==> src/rtl/mfa_pkg.sv <==
// Shared constants and types for the box-count scheduler: FSM encoding,
// RAM address width derivation and the per-level write boundaries.
package mfa_pkg;

    typedef enum logic [1:0] {
        ST_IDLE = 2'd0,
        ST_RUN  = 2'd1,
        ST_DONE = 2'd2,
        ST_ERR  = 2'd3
    } bc_state_t;

    // RAM address width: the level-0 image (4^box_idx words) plus every
    // coarser level fits in 2*box_idx+1 bits.
    function automatic int f_addr_w(input int box_idx);
        return 2 * box_idx + 1;
    endfunction

    // Cumulative write count after levels 1..k have been produced:
    // sum over j=1..k of 4^(box_idx-j). Level k owns write indices
    // [f_level_bound(k-1), f_level_bound(k)).
    function automatic int f_level_bound(input int box_idx, input int k);
        int acc;
        acc = 0;
        for (int j = 1; j <= k; j++) begin
            acc = acc + (1 << (2 * (box_idx - j)));
        end
        return acc;
    endfunction

    // Total number of square-generator writes in one reduction run.
    function automatic int f_nwr(input int box_idx);
        return f_level_bound(box_idx, box_idx);
    endfunction

endpackage

==> src/rtl/occ_counter.sv <==
// Per-level occupied-box counter. Each write index is mapped to its level
// by the cumulative boundaries; a nonzero write bumps that level's count.
// Counts clear on a new run and hold whenever inc is low.
module occ_counter
    import mfa_pkg::*;
#(
    parameter  int BOX_IDX = 3,
    localparam int ADDR_W  = f_addr_w(BOX_IDX)
) (
    input  logic                        CLK,
    input  logic                        RST_N,
    input  logic                        clr,
    input  logic                        inc,
    input  logic                        nz,
    input  logic [ADDR_W-1:0]           idx,
    output logic [BOX_IDX*ADDR_W-1:0]   occ_cnt
);

    logic [BOX_IDX-1:0] below_s;
    logic [BOX_IDX-1:0] hit_s;

    for (genvar g = 0; g < BOX_IDX; g++) begin : g_lvl
        localparam int HI = f_level_bound(BOX_IDX, g + 1);

        logic [ADDR_W-1:0] cnt_r;

        assign below_s[g] = (idx < ADDR_W'(HI));

        if (g == 0) begin : g_first
            assign hit_s[g] = below_s[g];
        end else begin : g_rest
            assign hit_s[g] = below_s[g] & ~below_s[g-1];
        end

        // Level g+1 nonzero-box counter with clear and hold.
        always_ff @(posedge CLK or negedge RST_N) begin
            if (!RST_N) begin
                cnt_r <= '0;
            end else if (clr) begin
                cnt_r <= '0;
            end else if (inc && nz && hit_s[g]) begin
                cnt_r <= cnt_r + ADDR_W'(1);
            end else begin
                cnt_r <= cnt_r;
            end
        end

        assign occ_cnt[g*ADDR_W +: ADDR_W] = cnt_r;
    end

endmodule

==> src/rtl/bc_sched.sv <==
// Box-count reduction scheduler. Arbitrates the BC RAM port between the
// host and the external square generator, sequences one reduction run,
// counts occupied boxes per level and guards the run with a watchdog.
module bc_sched
    import mfa_pkg::*;
#(
    parameter  int BOX_IDX  = 3,
    parameter  int DATA_LEN = 8,
    localparam int ADDR_W   = f_addr_w(BOX_IDX),
    localparam int NWR      = f_nwr(BOX_IDX)
) (
    input  logic                        CLK,
    input  logic                        RST_N,
    input  logic                        start,
    output logic                        busy,
    output logic                        done,
    output logic                        err,
    input  logic                        host_req,
    output logic                        host_gnt,
    input  logic                        host_wen,
    input  logic [ADDR_W-1:0]           host_addr,
    input  logic [DATA_LEN-1:0]         host_wdata,
    output logic                        sqg_BC_mode,
    input  logic                        sqg_wen,
    input  logic [DATA_LEN-1:0]         sqg_y,
    input  logic [ADDR_W-1:0]           sqg_rd_addr,
    input  logic [ADDR_W-1:0]           sqg_wr_addr,
    output logic                        ram_wen,
    output logic [ADDR_W-1:0]           ram_wr_addr,
    output logic [ADDR_W-1:0]           ram_rd_addr,
    output logic [DATA_LEN-1:0]         ram_wdata,
    output logic [BOX_IDX*ADDR_W-1:0]   occ_cnt
);

    localparam int WD_W = ADDR_W + 1;

    bc_state_t          state_r;
    bc_state_t          state_nxt_s;
    logic [ADDR_W-1:0]  wr_cnt_r;
    logic [WD_W-1:0]    wdog_r;
    logic               done_r;

    logic               run_s;
    logic               start_acc_s;
    logic               wr_ev_s;
    logic               last_wr_s;
    logic               wdog_full_s;

    assign run_s       = (state_r == ST_RUN);
    assign start_acc_s = start & ~host_req &
                         ((state_r == ST_IDLE) | (state_r == ST_DONE));
    assign wr_ev_s     = run_s & sqg_wen;
    assign last_wr_s   = (wr_cnt_r == ADDR_W'(NWR - 1));
    assign wdog_full_s = &wdog_r;

    assign busy        = run_s;
    assign err         = (state_r == ST_ERR);
    assign done        = done_r;
    assign sqg_BC_mode = ~run_s;
    assign host_gnt    = host_req & ~run_s;

    // State register.
    always_ff @(posedge CLK or negedge RST_N) begin
        if (!RST_N) begin
            state_r <= ST_IDLE;
        end else begin
            state_r <= state_nxt_s;
        end
    end

    // Next-state logic; a final write outranks a simultaneous watchdog expiry.
    always_comb begin
        state_nxt_s = state_r;
        case (state_r)
            ST_IDLE, ST_DONE: begin
                if (start_acc_s) begin
                    state_nxt_s = ST_RUN;
                end else begin
                    state_nxt_s = state_r;
                end
            end
            ST_RUN: begin
                if (sqg_wen && last_wr_s) begin
                    state_nxt_s = ST_DONE;
                end else if (!sqg_wen && wdog_full_s) begin
                    state_nxt_s = ST_ERR;
                end else begin
                    state_nxt_s = ST_RUN;
                end
            end
            ST_ERR: begin
                state_nxt_s = ST_ERR;
            end
            default: begin
                state_nxt_s = ST_IDLE;
            end
        endcase
    end

    // Write counter: index of the next square-generator write in this run.
    always_ff @(posedge CLK or negedge RST_N) begin
        if (!RST_N) begin
            wr_cnt_r <= '0;
        end else if (start_acc_s) begin
            wr_cnt_r <= '0;
        end else if (wr_ev_s) begin
            wr_cnt_r <= wr_cnt_r + ADDR_W'(1);
        end else begin
            wr_cnt_r <= wr_cnt_r;
        end
    end

    // Watchdog: cycles in RUN since the last write (or since run entry).
    always_ff @(posedge CLK or negedge RST_N) begin
        if (!RST_N) begin
            wdog_r <= '0;
        end else if (start_acc_s) begin
            wdog_r <= '0;
        end else if (run_s) begin
            if (sqg_wen) begin
                wdog_r <= '0;
            end else begin
                wdog_r <= wdog_r + WD_W'(1);
            end
        end else begin
            wdog_r <= wdog_r;
        end
    end

    // Completion pulse, high only in the first DONE cycle.
    always_ff @(posedge CLK or negedge RST_N) begin
        if (!RST_N) begin
            done_r <= 1'b0;
        end else begin
            done_r <= wr_ev_s & last_wr_s;
        end
    end

    // RAM port mux: square generator in RUN, host when granted, else idle.
    always_comb begin
        ram_wen     = 1'b0;
        ram_wr_addr = host_addr;
        ram_rd_addr = host_addr;
        ram_wdata   = host_wdata;
        if (run_s) begin
            ram_wen     = sqg_wen;
            ram_wr_addr = sqg_wr_addr;
            ram_rd_addr = sqg_rd_addr;
            ram_wdata   = sqg_y;
        end else if (host_gnt) begin
            ram_wen     = host_wen;
            ram_wr_addr = host_addr;
            ram_rd_addr = host_addr;
            ram_wdata   = host_wdata;
        end else begin
            ram_wen     = 1'b0;
        end
    end

    occ_counter #(
        .BOX_IDX (BOX_IDX)
    ) u_occ (
        .CLK     (CLK),
        .RST_N   (RST_N),
        .clr     (start_acc_s),
        .inc     (wr_ev_s),
        .nz      (sqg_y != '0),
        .idx     (wr_cnt_r),
        .occ_cnt (occ_cnt)
    );

endmodule
==> config.mk <==
export PLATFORM = sky130hd
export DESIGN_NAME = bc_sched
export DESIGN_NICKNAME = d
export VERILOG_FILES = /design/src/rtl/mfa_pkg.sv /design/src/rtl/occ_counter.sv /design/src/rtl/bc_sched.sv
export SDC_FILE = /design/constraint.sdc
export NUM_CORES = 1
export LEC_CHECK = 0
export ABC_AREA = 1
export CORE_MARGIN = 5
export CORE_UTILIZATION = 45
export DETAILED_ROUTE_END_ITERATION = 7
export PLACE_DENSITY_LB_ADDON = 0.08
export SYNTH_ARGS = -nofsm -noshare
export SYNTH_HDL_FRONTEND = slang
export SYNTH_SLANG_ARGS = --single-unit
==> constraint.sdc <==
create_clock -name CLK -period 1.6 [get_ports CLK]
set_clock_uncertainty 0.1 [all_clocks]
set_input_delay 0.32 -clock CLK [delete_from_list [all_inputs] [get_ports CLK]]
set_output_delay 0.32 -clock CLK [all_outputs]
set_load 0.005 [all_outputs]
==> insert_results.sql, run 1 <==
INSERT INTO impl_metrics (metric_group, metric, value, unit) VALUES
('run_status', 'result_of_the_run', 'complete, but fails checks', ''),
('run_status', 'violations', 'setup timing', ''),
('timing', 'finalWorstPathRequiredPeriod', '1.86', 'ns'),
('place', 'dpl_worst_slack', '-0.404', 'ns'),
('detailed_routing', 'wl', '8110', 'µm'),
('worst_setup_path', 'crit_type', 'flip-flop to output pin', ''),
('timing', 'final-max-slew-violation-count', '0', ''),
('clock_tree', 'cts_max_path_buffers', '2', ''),
('place', 'placed_cell_area', '3850', 'µm²'),
('clock_tree', 'clock_transition_at_path_regs', '0.07', 'ns'),
('timing', 'tightest_slew', '0.437', 'ns'),
('synthesis', 'synth_compound_gate_area_share', '0.0657', ''),
('timing', 'worst_slew_margin_rel', '0.706', ''),
('finish', 'synthToLayoutAreaGrowth', '63.5', '%'),
('clock_tree', 'worstSkewPairLatency', '0.29', 'ns'),
('synthesis', 'ys.flop_type', 'sky130_fd_sc_hd__dfrtp_1', ''),
('detailed_routing', 'drt-pass1-iter-count', '4', ''),
('place', 'routabilityCongestion', '0.851', ''),
('floorplan', 'die_w', '87.2', 'µm'),
('clock_tree', 'cts_tree', 'done', ''),
('timing', 'fin_setup_tns', '-6.11', 'ns'),
('detailed_routing', 'route.detailed.vias_per_inst', '4.94', ''),
('synthesis', 'synth_edf_count', '0', ''),
('place', 'placedCellCount', '589', ''),
('timing', 'grt_setup_unrepaired', 'yes', ''),
('synthesis', 'synth_xor_area_frac', '0.0130', ''),
('detailed_routing', 'drtAntennaViolNets', '0', ''),
('floorplan', 'die_area', '7610', 'µm²'),
('synthesis', 'yosys_register_bits', '39', ''),
('synthesis', 'post_synth.cell_area_avg', '6.60', 'µm²'),
('pwr', 'totalPowerFinal', '5.41', 'mW'),
('place', 'numPortBuffers', '91', ''),
('hold_path', 'worst_hold_path_type', 'primary input to asynchronous set/reset pin', ''),
('clock_tree', 'clockRootBuffer', 'sky130_fd_sc_hd__clkbuf_8', ''),
('worst_setup_path', 'worstPathRequired', '1.18', 'ns'),
('timing', 'clock.fmax', '0.536', 'GHz'),
('global_routing', 'antenna_found_initial', '0', ''),
('global_routing', 'globalRoute.totalOverflow', '0', ''),
('floorplan', 'die_h', '87.2', 'µm'),
('worst_setup_path', 'critical_path_arrival', '1.44', 'ns'),
('global_routing', 'grt_pass1_vias', '2957', ''),
('detailed_routing', 'post_drt_wl_per_cell', '12.8', 'µm'),
('synthesis', 'netlist_instances', '407', ''),
('timing', 'hold_violation_count_in_the_final_report', '0', ''),
('synthesis', 'synthSimpleGateAreaFrac', '0.437', ''),
('finish', 'nets', '609', ''),
('synthesis', 'async_reset_ff_frac', '1.00', ''),
('finish', 'final_layout_size_suffix_gt1_frac', '0.270', ''),
('worst_setup_path', 'cp_cell_sequence', 'inv_2 -> nand2_8 -> buf_12 -> buf_8 -> nand2_2 -> o21ai_1 -> buf_2', ''),
('timing', 'setup_viol', '50', ''),
('place', 'place.detailed.hpwl', '5840', 'µm'),
('worst_setup_path', 'cp_max_fo', '5', ''),
('global_routing', 'globalRouteTotalUtil', '0.222', ''),
('worst_setup_path', 'crit-reg2reg-launch', 'state_r[1]', ''),
('timing', 'period_share', '1.17', ''),
('synthesis', 'top_post_synthesis_cells_by_area', 'sky130_fd_sc_hd__dfrtp_1, sky130_fd_sc_hd__nand2_1, sky130_fd_sc_hd__nand3_1', ''),
('finish', 'diodes', '0', ''),
('synthesis', 'synth_top_family_by_area', 'simple AND/OR/NAND/NOR gates', ''),
('worst_setup_path', 'reg2regPathDepth', '9', ''),
('synthesis', 'synth_largest_area_cell', 'sky130_fd_sc_hd__dfrtp_1', ''),
('pwr', 'powerDensity', '1230', 'nW/µm²'),
('synthesis', 'synth.cells.most_frequent', 'sky130_fd_sc_hd__nand2_1, sky130_fd_sc_hd__inv_1, sky130_fd_sc_hd__nand3_1', ''),
('detailed_routing', 'drt_drc_violations_left', '0', ''),
('detailed_routing', 'routed_vias', '3137', ''),
('worst_setup_path', 'critical_path.startpoint_type', 'flip-flop', ''),
('timing', 'setup_slack', '-0.264', 'ns'),
('synthesis', 'synthDominantCellAreaShare', '0.363', ''),
('worst_setup_path', 'worst_path_largest_cell_delay', '0.41', 'ns'),
('run', 'drv_cap', '0', ''),
('pwr', 'leakagePower', '2.59', 'nW'),
('worst_setup_path', 'timing.critical_path.to_type', 'output pin', '');
cell usage in the layout (no fill, tap or decap), drive strengths merged, types with 2 or more instances in the layout:
cell and n:
nand2 151, buf 88, inv 56, nand3 51, nor2 44, clkdlybuf4s50 43, dfrtp 39, o21ai 20
dlymetal6s2s 14, nand4 11, a21oi 8, dlygate4sd2 7, ha 6, clkbuf 6, xor2 3, nor3 3
a31o 2, nor3b 2
repair_timing:
action / 4_1_cts / 5_1_grt
gates cloned: 4 / 0
pin swaps: 6 / 5
endpoints found under the setup margin: 53 / 76
hold endpoints to repair: 39 / 0
resized for setup: 164 / 38
setup buffers: 26 / 8
hold buffers: 1 / 0
area by class of cell:
| class | count | area (µm²) |
|---|---|---|
| repair buffers | 153 | 1380 |
| multi-input cells | 305 | 1630 |
| flip-flops and latches | 39 | 981 |
| inverters | 54 | 210 |
| well taps | 75 | 93.8 |
| clock inverters | 1 | 5.00 |
| fillers | 488 | 1460 |
| clock buffers | 6 | 82.6 |
| repair inverters | 2 | 17.5 |
sequential cells by signal, summed over array words and instances, names as in the netlist:
register,flops
state_r,2
wdog_r,8
u_occ.g_lvl.cnt_r,21
done,1
wr_cnt_r,7
how the worst max path moves through the flow:
stage	from	end	slack (ns)
final	state_r[1]	ram_wdata[6]	-0.26
after global routing	state_r[1]	ram_wdata[6]	-0.34
after CTS	state_r[1]	ram_wdata[6]	-0.25
after detailed placement	host_req	ram_wen	-0.40
after global placement	host_req	ram_wen	-0.36
after floorplan	state_r[1]	ram_rd_addr[0]	0.20
worst max-delay path: cells and delay by family (launching register included):
family,cells,cell delay [ns]
AND/OR/NAND/NOR,2,0.15
flip-flops,1,0.41
buffers and inverters,4,0.53
AO/OA/AOI/OAI,1,0.06
cells by family (layout without fill, tap and decap cells):
family,after synthesis,count (layout)
simple gates,263,263
buf+inv,63,216
flops,39,39
compound gates,32,32
fa+ha+maj,6,6
xor+xnor,4,4
report_power, final:
group | leakage, nW | internal (mW) | switching, mW | total, mW
Combinational | 2.03 | 1.63 | 1.71 | 3.34
Sequential | 0.514 | 1.20 | 0.196 | 1.40
Clock | 0.0470 | 0.338 | 0.335 | 0.674
stage by stage:
step | util | hold WS, ns
floorplan | - | -0.0756
global placement | 0.658 | 0.208
detailed placement | 0.658 | 0.204
CTS | 0.722 | 0.420
global route | 0.750 | 0.452
finish | 0.750 | 0.414
metal layers:
| metal | GRT usage | up-vias | share of wire |
|---|---|---|---|
| li1 | - | 1598 | - |
| met1 | 0.252 | 1457 | 0.40 |
| met2 | 0.402 | 65 | 0.53 |
| met3 | 0.0482 | 17 | 0.046 |
| met4 | 0.0837 | 0 | 0.025 |
| met5 | 0 | - | 0 |
(Power assumes the default switching activity.)
==> run 2: changes to the inputs <==
- ABC_AREA: 1 -> not set
- CORE_UTILIZATION: 45 -> 44
- SETUP_SLACK_MARGIN: not set -> 0.05
==> insert_results.sql, run 2 <==
INSERT INTO impl_metrics (metric_group, metric, value, unit) VALUES
('run_status', 'result_of_the_run', 'complete, but fails checks', ''),
('run_status', 'violations', 'setup timing', ''),
('synthesis', 'top_post_synthesis_cells_by_area', 'sky130_fd_sc_hd__dfrtp_1, sky130_fd_sc_hd__nand2_1, sky130_fd_sc_hd__nor2_1', ''),
('pwr', 'leakagePower', '2.35', 'nW'),
('finish', 'layout.cells.most_common', 'sky130_fd_sc_hd__buf_4', ''),
('worst_setup_path', 'worst_path_largest_cell_delay', '0.56', 'ns'),
('finish', 'regMostFlops', 'u_occ.g_lvl.cnt_r', ''),
('worst_setup_path', 'critical_path.startpoint_type', 'flip-flop', ''),
('synthesis', 'synthesis.area', '2330', 'µm²'),
('worst_setup_path', 'timing.critical_path.buf_inv', '0', ''),
('finish', 'fin_cells', '547', ''),
('synthesis', 'netlist_instances', '284', ''),
('floorplan', 'number_of_rows_in_the_core_area', '26', ''),
('timing', 'hold_ws', '0.364', 'ns'),
('pwr', 'netSwitchingFraction', '0.400', ''),
('place', 'routabilityCongestion', '0.799', ''),
('synthesis', 'synthDominantCellAreaShare', '0.420', ''),
('clock_tree', 'clockRootBuffer', 'sky130_fd_sc_hd__clkbuf_8', ''),
('timing', 'setup_viol', '66', ''),
('finish', 'most-common-layout-cells', 'sky130_fd_sc_hd__buf_4, sky130_fd_sc_hd__buf_6, sky130_fd_sc_hd__clkdlybuf4s50_1', ''),
('synthesis', 'netlist-cell-type-count', '45', ''),
('floorplan', 'die_h', '82.7', 'µm'),
('clock_tree', 'htreeDepth', '2', ''),
('worst_setup_path', 'worstPathRequired', '1.74', 'ns'),
('finish', 'diodes', '0', ''),
('detailed_routing', 'route.detailed.vias_per_inst', '6.08', ''),
('worst_setup_path', 'cp_cell_sequence', 'or4b_4 -> a2111o_1 -> or4_1 -> a21oi_1', ''),
('clock_tree', 'cts_tree', 'done', ''),
('finish', 'final_layout_size_suffix_gt1_frac', '0.509', ''),
('timing', 'final-max-slew-violation-count', '0', ''),
('detailed_routing', 'wl', '12900', 'µm'),
('timing', 'tightest_slew', '0.412', 'ns'),
('worst_setup_path', 'cp_max_fo', '5', ''),
('finish', 'final-seq-area', '978', 'µm²'),
('hold_path', 'worst_hold_path_type', 'primary input to asynchronous set/reset pin', ''),
('worst_setup_path', 'critical_path_arrival', '2.34', 'ns'),
('timing', 'setup_slack', '-0.599', 'ns'),
('detailed_routing', 'routed_vias', '3327', ''),
('finish', 'n_fill_cell', '167', ''),
('finish', 'nets', '525', ''),
('global_routing', 'globalRoute.totalOverflow', '0', ''),
('timing', 'clock.fmax', '0.455', 'GHz'),
('detailed_routing', 'post_drt_wl_per_cell', '23.6', 'µm'),
('synthesis', 'synthesized_nets', '333', ''),
('synthesis', 'async_reset_ff_frac', '1.00', ''),
('detailed_routing', 'drt-pass1-iter-count', '5', ''),
('finish', 'largestRegisters', 'u_occ.g_lvl.cnt_r: 21 flops, wdog_r: 8 flops, wr_cnt_r: 7 flops', ''),
('pwr', 'comb_power_share', '0.655', ''),
('floorplan', 'core-area', '5110', 'µm²'),
('detailed_routing', 'drtAntennaViolNets', '0', ''),
('timing', 'worst_slew_margin_rel', '0.726', ''),
('synthesis', 'synthesis.yosys.warnings', '0', ''),
('finish', 'largest_register_ff_count', '21', ''),
('synthesis', 'yosysSeqAreaShare', '0.420', ''),
('pwr', 'p_switching', '2.63', 'mW'),
('worst_setup_path', 'worstReg2RegEnd', 'u_occ.g_lvl[2].cnt_r[4]', ''),
('place', 'placedCellCount', '474', ''),
('worst_setup_path', 'path_delay_family', 'simple AND/OR/NAND/NOR gates', ''),
('pwr', 'p_seq_frac', '0.208', ''),
('global_routing', 'grt_first_pass_wirelength', '15400', 'µm'),
('global_routing', 'globalRouteTotalUtil', '0.303', ''),
('timing', 'period_share', '1.37', ''),
('worst_setup_path', 'path_depth', '4', ''),
('global_routing', 'antenna_found_initial', '0', ''),
('worst_setup_path', 'crit-reg2reg-launch', 'wr_cnt_r[5]', ''),
('worst_setup_path', 'ff2ff_setup_slack', '-0.60', 'ns'),
('synthesis', 'ys.flop_type', 'sky130_fd_sc_hd__dfrtp_1', ''),
('synthesis', 'post_synth.cell_area_avg', '8.19', 'µm²'),
('clock_tree', 'clock_transition_at_path_regs', '0.09', 'ns'),
('place', 'place.detailed.hpwl', '5270', 'µm'),
('timing', 'finalWorstPathRequiredPeriod', '2.20', 'ns'),
('pwr', 'power_report.internal_total', '3.95', 'mW'),
('floorplan', 'die_w', '82.7', 'µm'),
('pwr', 'totalPowerFinal', '6.58', 'mW'),
('clock_tree', 'clock_sinks', '39', ''),
('detailed_routing', 'drtIter0Drc', '257', ''),
('timing', 'grt_setup_unrepaired', 'yes', ''),
('run', 'drv_cap', '0', ''),
('global_routing', 'grt_pass1_vias', '3162', ''),
('place', 'numPortBuffers', '91', ''),
('finish', 'synthToLayoutAreaGrowth', '106', '%'),
('pwr', 'powerDensity', '1370', 'nW/µm²'),
('worst_setup_path', 'crit_type', 'flip-flop to flip-flop', ''),
('clock_tree', 'cts_max_path_buffers', '2', ''),
('floorplan', 'boundary_pins', '92', ''),
('floorplan', 'start_util', '0.455', ''),
('worst_setup_path', 'timing.critical_path.to_type', 'flip-flop', ''),
('clock_tree', 'cts-buffers-inserted', '5', ''),
('finish', 'multi_input_area', '1740', 'µm²'),
('detailed_routing', 'drt_drc_violations_left', '0', ''),
('synthesis', 'synth_edf_count', '0', ''),
('synthesis', 'synth.cells.most_frequent', 'sky130_fd_sc_hd__nand2_1, sky130_fd_sc_hd__dfrtp_1, sky130_fd_sc_hd__nor2_1', ''),
('synthesis', 'yosys_register_bits', '39', ''),
('pwr', 'clkPwrFrac', '0.137', ''),
('synthesis', 'library_cell_with_the_highest_instance_count_after_synthesis', 'sky130_fd_sc_hd__nand2_1', ''),
('worst_setup_path', 'cp_slowest_cell', 'sky130_fd_sc_hd__or4b_4', ''),
('floorplan', 'die_area', '6840', 'µm²'),
('pwr', 'peakVddDrop', '1040', 'µV'),
('clock_tree', 'worstSkewPairLatency', '0.31', 'ns'),
('global_routing', 'pin_count_of_the_biggest_net_entering_global_routing', '25', ''),
('timing', 'hold_violation_count_in_the_final_report', '0', ''),
('worst_setup_path', 'reg2regPathDepth', '4', ''),
('synthesis', 'synth_largest_area_cell', 'sky130_fd_sc_hd__dfrtp_1', '');
## run 2: metrics by stage
stage	TNS [ns]	util	setup slack, ns	instance area (µm²)
2_1_floorplan	-8.03	-	-0.554	2390
3_3_place_gp	-22.47	0.709	-0.683	3620
3_5_place_dp	-23.58	0.709	-0.733	3620
4_1_cts	-16.24	0.867	-0.519	4430
5_1_grt	-25.36	0.939	-0.631	4790
6_report	-22.69	0.939	-0.599	4790
## run 2: layout make-up
type,count,share of cell area
multi-input cells,223,0.362
clock buffers,6,0.0172
clock inverters,2,0.00731
well taps,70,0.0183
repair buffers,198,0.383
flip-flops and latches,39,0.204
inverters,9,0.00809
## run 2: power groups by stage
| stage | Clock (mW) | Combinational, mW | Sequential [mW] |
|---|---|---|---|
| final | 0.903 | 4.31 | 1.37 |
| after global routing | 0.941 | 4.53 | 1.38 |
| after CTS | 0.876 | 3.50 | 1.32 |
| after detailed placement | 0 | 2.51 | 1.38 |
| after global placement | 0 | 2.46 | 1.37 |
| after floorplan | 0 | 1.11 | 1.40 |
## run 2: worst max path at each step
stage	end	slack, ns	start
after floorplan	u_occ.g_lvl[2].cnt_r[2]	-0.55	wr_cnt_r[6]
after global placement	u_occ.g_lvl[1].cnt_r[2]	-0.68	sqg_wen
after detailed placement	u_occ.g_lvl[1].cnt_r[2]	-0.73	sqg_wen
after CTS	u_occ.g_lvl[2].cnt_r[6]	-0.52	wr_cnt_r[3]
after global routing	u_occ.g_lvl[2].cnt_r[6]	-0.63	wr_cnt_r[5]
final	u_occ.g_lvl[2].cnt_r[4]	-0.60	wr_cnt_r[5]
## run 2: per-layer routing
layer | track usage | wire, µm | part of all wire | vias up
li1 | - | - | - | 1374
met5 | 0 | 0 | 0 | -
met3 | 0.0770 | 1280 | 0.099 | 97
met1 | 0.321 | 4540 | 0.35 | 1597
met4 | 0.176 | 873 | 0.068 | 0
met2 | 0.539 | 6210 | 0.48 | 259
## run 2: what timing repair did
item | in CTS | in global routing
endpoints found under the hold margin | 15 | 0
gates resized for setup | 232 | 91
setup buffers | 47 | 20
cloned | 5 | 1
hold buffers | 1 | 0
pin swaps | 47 | 52
setup endpoints to repair | 79 | 70
## run 2: cells by family (layout without fill, tap and decap cells)
family                     after synthesis  after routing  synth area share
adders and majority gates                6              6            0.0323
muxes                                    4              4            0.0172
AOI/OAI and AO/OA                       48             49             0.134
buffers and inverters                   23            215            0.0495
xor gates and xnor gates                13             13            0.0490
and+or+nand+nor                        151            151             0.299
DFF                                     39             39             0.420
